`config.mk`:
```
export PLATFORM = sky130hd
export DESIGN_NAME = fft_iter
export DESIGN_NICKNAME = d
export VERILOG_FILES = /design/src/rtl/fft_iter.sv
export SDC_FILE = /design/constraint.sdc
export NUM_CORES = 2
export LEC_CHECK = 0
export ABC_AREA = 1
export BUFFER_PORTS_ARGS = -buffer_cell sky130_fd_sc_hd__buf_2
export CAP_MARGIN = 30
export CELL_PAD_IN_SITES_DETAIL_PLACEMENT = 0
export CELL_PAD_IN_SITES_GLOBAL_PLACEMENT = 1
export CORE_MARGIN = 1
export CORE_UTILIZATION = 36
export DETAILED_ROUTE_END_ITERATION = 10
export PLACE_DENSITY_LB_ADDON = 0.2
export SLEW_MARGIN = 20
export SYNTH_ARGS = -nofsm -noshare
export SYNTH_HDL_FRONTEND = slang
export SYNTH_SLANG_ARGS = --single-unit
export TNS_END_PERCENT = 50
```
`constraint.sdc`:
```
create_clock -name clk -period 15.7 [get_ports clk]
set_input_delay 1.57 -clock clk [delete_from_list [all_inputs] [get_ports clk]]
set_output_delay 1.57 -clock clk [all_outputs]
set_load 0.03 [all_outputs]
```
`src/rtl/fft_iter.sv`:
```
// Iterative in-place radix-2 DIT FFT/IFFT over POINTS complex samples; define FFT_STAGE_SCALE_EN for a 1/2 shift per stage.
// Latency: POINTS load cycles, (POINTS/2)*log2(POINTS) butterfly cycles, then POINTS result beats.
// Backpressure: in_ready only in LOAD; results hold stable while out_valid && !out_ready.
module fft_iter #(
    parameter int POINTS = 8,
    parameter int DATA_W = 16
) (
    input  logic                      clk,
    input  logic                      rst,
    input  logic                      in_valid,
    output logic                      in_ready,
    input  logic [DATA_W-1:0]         in_real,
    input  logic [DATA_W-1:0]         in_imag,
    input  logic                      inverse,
    input  logic                      out_ready,
    output logic                      out_valid,
    output logic [DATA_W-1:0]         out_real,
    output logic [DATA_W-1:0]         out_imag,
    output logic [$clog2(POINTS)-1:0] out_index,
    output logic                      busy
);

    localparam int LOGN = $clog2(POINTS);
    localparam int BW   = LOGN - 1;
    localparam int PW   = DATA_W + 18;
    localparam logic [LOGN-1:0]        CNT_LAST = LOGN'(POINTS - 1);
    localparam logic [LOGN-1:0]        STG_LAST = LOGN'(LOGN - 1);
    localparam logic signed [PW-1:0]   RND      = PW'(8192);

    typedef enum logic [1:0] {S_LOAD, S_COMPUTE, S_UNLOAD} state_t;

    state_t state, state_n;

    logic [DATA_W-1:0] mem_re [POINTS];
    logic [DATA_W-1:0] mem_im [POINTS];

    logic [LOGN-1:0] cnt;
    logic [LOGN-1:0] stage;
    logic [BW-1:0]   bfly;
    logic            inv_q;
    logic            last_bfly;

    logic [LOGN-1:0] half, pos, top, bot;
    logic [4:0]      tw_m;

    logic signed [15:0]       w_re, w_im, w_sin;
    logic signed [PW-1:0]     ar_x, ai_x, br_x, bi_x, wr_x, wi_x;
    logic signed [PW-1:0]     p_re, p_im, t_re, t_im, s_re, s_im, d_re, d_im;
    logic [DATA_W-1:0]        top_re_n, top_im_n, bot_re_n, bot_im_n;

    function automatic logic [LOGN-1:0] bitrev(input logic [LOGN-1:0] a);
        logic [LOGN-1:0] r;
        for (int i = 0; i < LOGN; i++) r[i] = a[LOGN-1-i];
        return r;
    endfunction

    // Quarter-wave of round(16384*cos(2*pi*i/32)); the full circle is folded onto it.
    function automatic logic signed [15:0] qcos(input logic [3:0] i);
        case (i)
            4'd0:    return 16'sd16384;
            4'd1:    return 16'sd16069;
            4'd2:    return 16'sd15137;
            4'd3:    return 16'sd13623;
            4'd4:    return 16'sd11585;
            4'd5:    return 16'sd9102;
            4'd6:    return 16'sd6270;
            4'd7:    return 16'sd3196;
            default: return 16'sd0;
        endcase
    endfunction

    assign last_bfly = (stage == STG_LAST) && (bfly == '1);

    always_ff @(posedge clk or posedge rst) begin
        if (rst) state <= S_LOAD;
        else     state <= state_n;
    end

    always_comb begin
        state_n   = state;
        in_ready  = 1'b0;
        out_valid = 1'b0;
        busy      = 1'b0;
        case (state)
            S_LOAD: begin
                in_ready = 1'b1;
                if (in_valid && cnt == CNT_LAST) state_n = S_COMPUTE;
            end
            S_COMPUTE: begin
                busy = 1'b1;
                if (last_bfly) state_n = S_UNLOAD;
            end
            S_UNLOAD: begin
                busy      = 1'b1;
                out_valid = 1'b1;
                if (out_ready && cnt == CNT_LAST) state_n = S_LOAD;
            end
            default: state_n = S_LOAD;
        endcase
    end

    // cnt serves as load address in LOAD and result index in UNLOAD; both end wrapped to 0.
    always_ff @(posedge clk or posedge rst) begin
        if (rst) begin
            cnt   <= '0;
            stage <= '0;
            bfly  <= '0;
            inv_q <= 1'b0;
        end else begin
            case (state)
                S_LOAD: begin
                    if (in_valid) begin
                        cnt <= cnt + LOGN'(1);
                        if (cnt == '0) inv_q <= inverse;
                    end
                end
                S_COMPUTE: begin
                    bfly <= bfly + BW'(1);
                    if (bfly == '1) stage <= (stage == STG_LAST) ? '0 : stage + LOGN'(1);
                end
                S_UNLOAD: begin
                    if (out_ready) cnt <= cnt + LOGN'(1);
                end
                default: ;
            endcase
        end
    end

    always_comb begin
        half = LOGN'(1) << stage;
        pos  = LOGN'(bfly) & (half - LOGN'(1));
        top  = (((LOGN'(bfly) >> stage) << stage) << 1) | pos;
        bot  = top | half;
        tw_m = 5'(pos) << (3'd4 - 3'(stage));
    end

    always_comb begin
        if (tw_m <= 5'd8) begin
            w_re  = qcos(tw_m[3:0]);
            w_sin = qcos(4'(5'd8 - tw_m));
        end else begin
            w_re  = -qcos(4'(5'd16 - tw_m));
            w_sin = qcos(4'(tw_m - 5'd8));
        end
        w_im = inv_q ? w_sin : -w_sin;
    end

    assign ar_x = PW'($signed(mem_re[top]));
    assign ai_x = PW'($signed(mem_im[top]));
    assign br_x = PW'($signed(mem_re[bot]));
    assign bi_x = PW'($signed(mem_im[bot]));
    assign wr_x = PW'(w_re);
    assign wi_x = PW'(w_im);

    assign p_re = br_x * wr_x - bi_x * wi_x + RND;
    assign p_im = br_x * wi_x + bi_x * wr_x + RND;
    assign t_re = p_re >>> 14;
    assign t_im = p_im >>> 14;
    assign s_re = ar_x + t_re;
    assign s_im = ai_x + t_im;
    assign d_re = ar_x - t_re;
    assign d_im = ai_x - t_im;

`ifdef FFT_STAGE_SCALE_EN
    assign top_re_n = DATA_W'(s_re >>> 1);
    assign top_im_n = DATA_W'(s_im >>> 1);
    assign bot_re_n = DATA_W'(d_re >>> 1);
    assign bot_im_n = DATA_W'(d_im >>> 1);
`else
    assign top_re_n = DATA_W'(s_re);
    assign top_im_n = DATA_W'(s_im);
    assign bot_re_n = DATA_W'(d_re);
    assign bot_im_n = DATA_W'(d_im);
`endif

    always_ff @(posedge clk) begin
        if (state == S_LOAD && in_valid) begin
            mem_re[bitrev(cnt)] <= in_real;
            mem_im[bitrev(cnt)] <= in_imag;
        end else if (state == S_COMPUTE) begin
            mem_re[top] <= top_re_n;
            mem_im[top] <= top_im_n;
            mem_re[bot] <= bot_re_n;
            mem_im[bot] <= bot_im_n;
        end
    end

    assign out_real  = out_valid ? mem_re[cnt] : '0;
    assign out_imag  = out_valid ? mem_im[cnt] : '0;
    assign out_index = out_valid ? cnt : '0;

endmodule

```
==> flow_summary.json <==
{
  "antenna_left": 0,
  "crit_path_end": "mem_re[5][15]",
  "clk_pin_slew_ns": 0.06,
  "synth-xor-area-share_pct": 2.092,
  "overflow": 0,
  "synth-simple-area-share_pct": 14.66,
  "synthCells": 7299,
  "layout-area-overhead-vs-synth_pct": 7.450,
  "yosys_warnings": 0,
  "fin_area_um2": 62980,
  "synthesis.nets": 8792,
  "relSlewSlack_pct": 31.34,
  "grtUsageTotal_pct": 27.27,
  "synth_common_cells": "1594 x inv_1, 1374 x nand2_1, 1089 x fa_1, 660 x o21ai_0, 589 x nor2_1",
  "hpwl_mm": 167.7,
  "rows": 147,
  "pin_count": 75,
  "clk_latency_ns": 0.60,
  "h-tree-depth": 1,
  "synth_edf_count": 256,
  "die_area_um2": 164400,
  "timing.rr.start": "stage[0]",
  "routed_wl_mm": 219.9,
  "synth_cell_types": 54,
  "clock_skew_ns": 0.01462,
  "crit_fanout": 18,
  "max_stage_delay_ns": 0.68,
  "grt_pass1_wl_mm": 328.3,
  "antenna_cells": 0,
  "cp_slowest_cell": "nor3_1",
  "fin_crit_ns": 14.67,
  "critical_path.startpoint": "stage[0]",
  "holdCritPathClass": "flop to flop",
  "fmax_mhz": 68.17,
  "netlist_area_um2": 58610,
  "synthMuxAreaShare_pct": 0,
  "cap_viol_max_count": 0,
  "fin_nets": 8742,
  "drt-initial-drc-count": 3758,
  "ff2ff_path_depth": 59,
  "ff2ff_setup_slack_ns": 1.03,
  "ys_seq_area_share_pct": 13.58,
  "setup_viol": 0,
  "synth_largest_area_cell": "fa_1",
  "synth_flop_cell": "edfxtp_1",
  "fin_setup_tns_ns": 0,
  "hold_viol_final": 0,
  "synth-compound-area-share_pct": 11.90,
  "cts_tree": "yes",
  "clock_sinks": 267,
  "grt_start_max_net_pins": 130,
  "required_ns": 16.16,
  "rsz0062_at_grt": "no",
  "crit_top_cell": "nand2_1",
  "routed_via_density": 5.156,
  "vias": 48617,
  "worst_pin_slew_ns": 1.029,
  "drive_above_1_share_pct": 5.612,
  "die_h_um": 405.5,
  "wl_per_cell_um": 23.32,
  "path_class": "flop to flop",
  "timing.rr.end": "mem_re[5][15]",
  "antenna_found_initial": 2,
  "drv_slew": 0,
  "first_global_vias": 49804,
  "dieWidth_um": 405.5,
  "port_buffers": 74,
  "status": "complete, no violations",
  "post-cts-setup-buffer-count": 0,
  "ys_seq_elements": 267,
  "hold_start": "state[0]",
  "firstDrtPassIters": 5,
  "ctsResizeCount": 0,
  "cts_root_buffer": "clkbuf_16",
  "placed_area_um2": 61970,
  "cp-start-kind": "flop",
  "cp.arrival_ns": 15.13,
  "critical_path.endpoint_type": "flop",
  "clockBufferDepth": 3,
  "yosys.area.top_type_share_pct": 37.19,
  "core_area_um2": 161100,
  "async_flop_share_pct": 4.120,
  "finalCritPeriodShare_pct": 93.44,
  "syn_avg_cell_area_um2": 8.031,
  "place_congestion": 0.9235,
  "hold_buffers": 0,
  "ys_top_cells_by_area": "fa_1 37%, edfxtp_1 13%, inv_1 10%, nand2_1 8.8%, ha_1 7.8%",
  "yosysMostFrequentCell": "inv_1",
  "synth_top_family_by_area": "adder cells",
  "cts_buffers": 28,
  "start_util_pct": 36.38,
  "synthAdderAreaFrac_pct": 45.03,
  "drc": 0
}
metal layers:
metal  up-vias  share of wire, %  track usage [%]
met5         -                 0                0
met4         0               3.6            8.361
met3       316               6.0            2.678
met2      1646                49            47.03
met1     24550                42            35.98
li1      22105                 -                -
area by class of cell:
cell class	count	area [um^2]
clock buffer	36	752.0
multi-input combinational	5052	43340
clock inverter	15	175.2
fill	16920	98140
sequential	267	7966
timing repair buffer	270	1918
inverter	1630	6132
tap	2160	2703
cells by family (layout without fill, tap and decap cells):
group           Yosys count  after routing
simple gates           2176           2176
flops                   267            267
xor+xnor                137            137
buf+inv                1980           1951
fa+ha+maj              1456           1456
compound gates         1283           1283
through the flow:
stage / util (%) / std cells / hold slack (ns) / worst slack, ns
CTS: 39.04 / 9425 / 0.5356 / 0.9106
finish: 39.09 / 9430 / 0.5311 / 1.030
floorplan: - / 7299 / 0.4782 / 2.919
global route: 39.09 / 9430 / 0.5612 / 0.08890
detailed placement: 38.46 / 9374 / 0.5209 / 0.9802
global placement: 38.40 / 9365 / 0.5060 / 1.178
placed cells by master, fill, tap and decap left out, types with 8 or more instances in the layout:
master	instances
fa_1	1089
nand2_1	1373
edfxtp_1	256
o21bai_1	25
xnor2_1	41
o21a_1	40
inv_1	1589
nand3_1	136
or2_2	11
nor3_1	13
o21ai_0	652
nand2_2	15
a22oi_1	32
a21o_1	11
buf_2	79
xor2_1	91
nor2_1	584
inv_2	20
a31oi_1	8
clkbuf_16	29
o21ai_1	20
a21oi_1	388
ha_1	365
nand4_1	10
o31ai_1	37
clkinv_1	24
dfrtp_1	8
o211ai_1	40
buf_4	183
flip-flops by register name, summed over array words and instances (netlist names):
name and count:
mem_re 128, bfly 2, inv_q 1, mem_im 128, stage 3, state 2
cnt 3
worst max-delay path, delay by kind of cell, from the launching register on:
kind	cells	cell delay, ns
compound gates	7	1.37
xor+xnor	2	0.85
fa+ha+maj	14	5.75
buf+inv	15	2.62
flops	1	0.56
simple gates	21	3.32
worst min-delay path by stage:
| stage | end | cells after the start |
|---|---|---|
| 3_3_place_gp | state[1] | 2 |
| 2_1_floorplan | state[1] | 2 |
| 3_5_place_dp | state[0] | 2 |
| 6_report | state[0] | 2 |
| 5_1_grt | state[0] | 2 |
| 4_1_cts | state[0] | 2 |
Power is not shown: default switching activity piles up to over one toggle a cycle in this logic, so the estimate is an artifact.
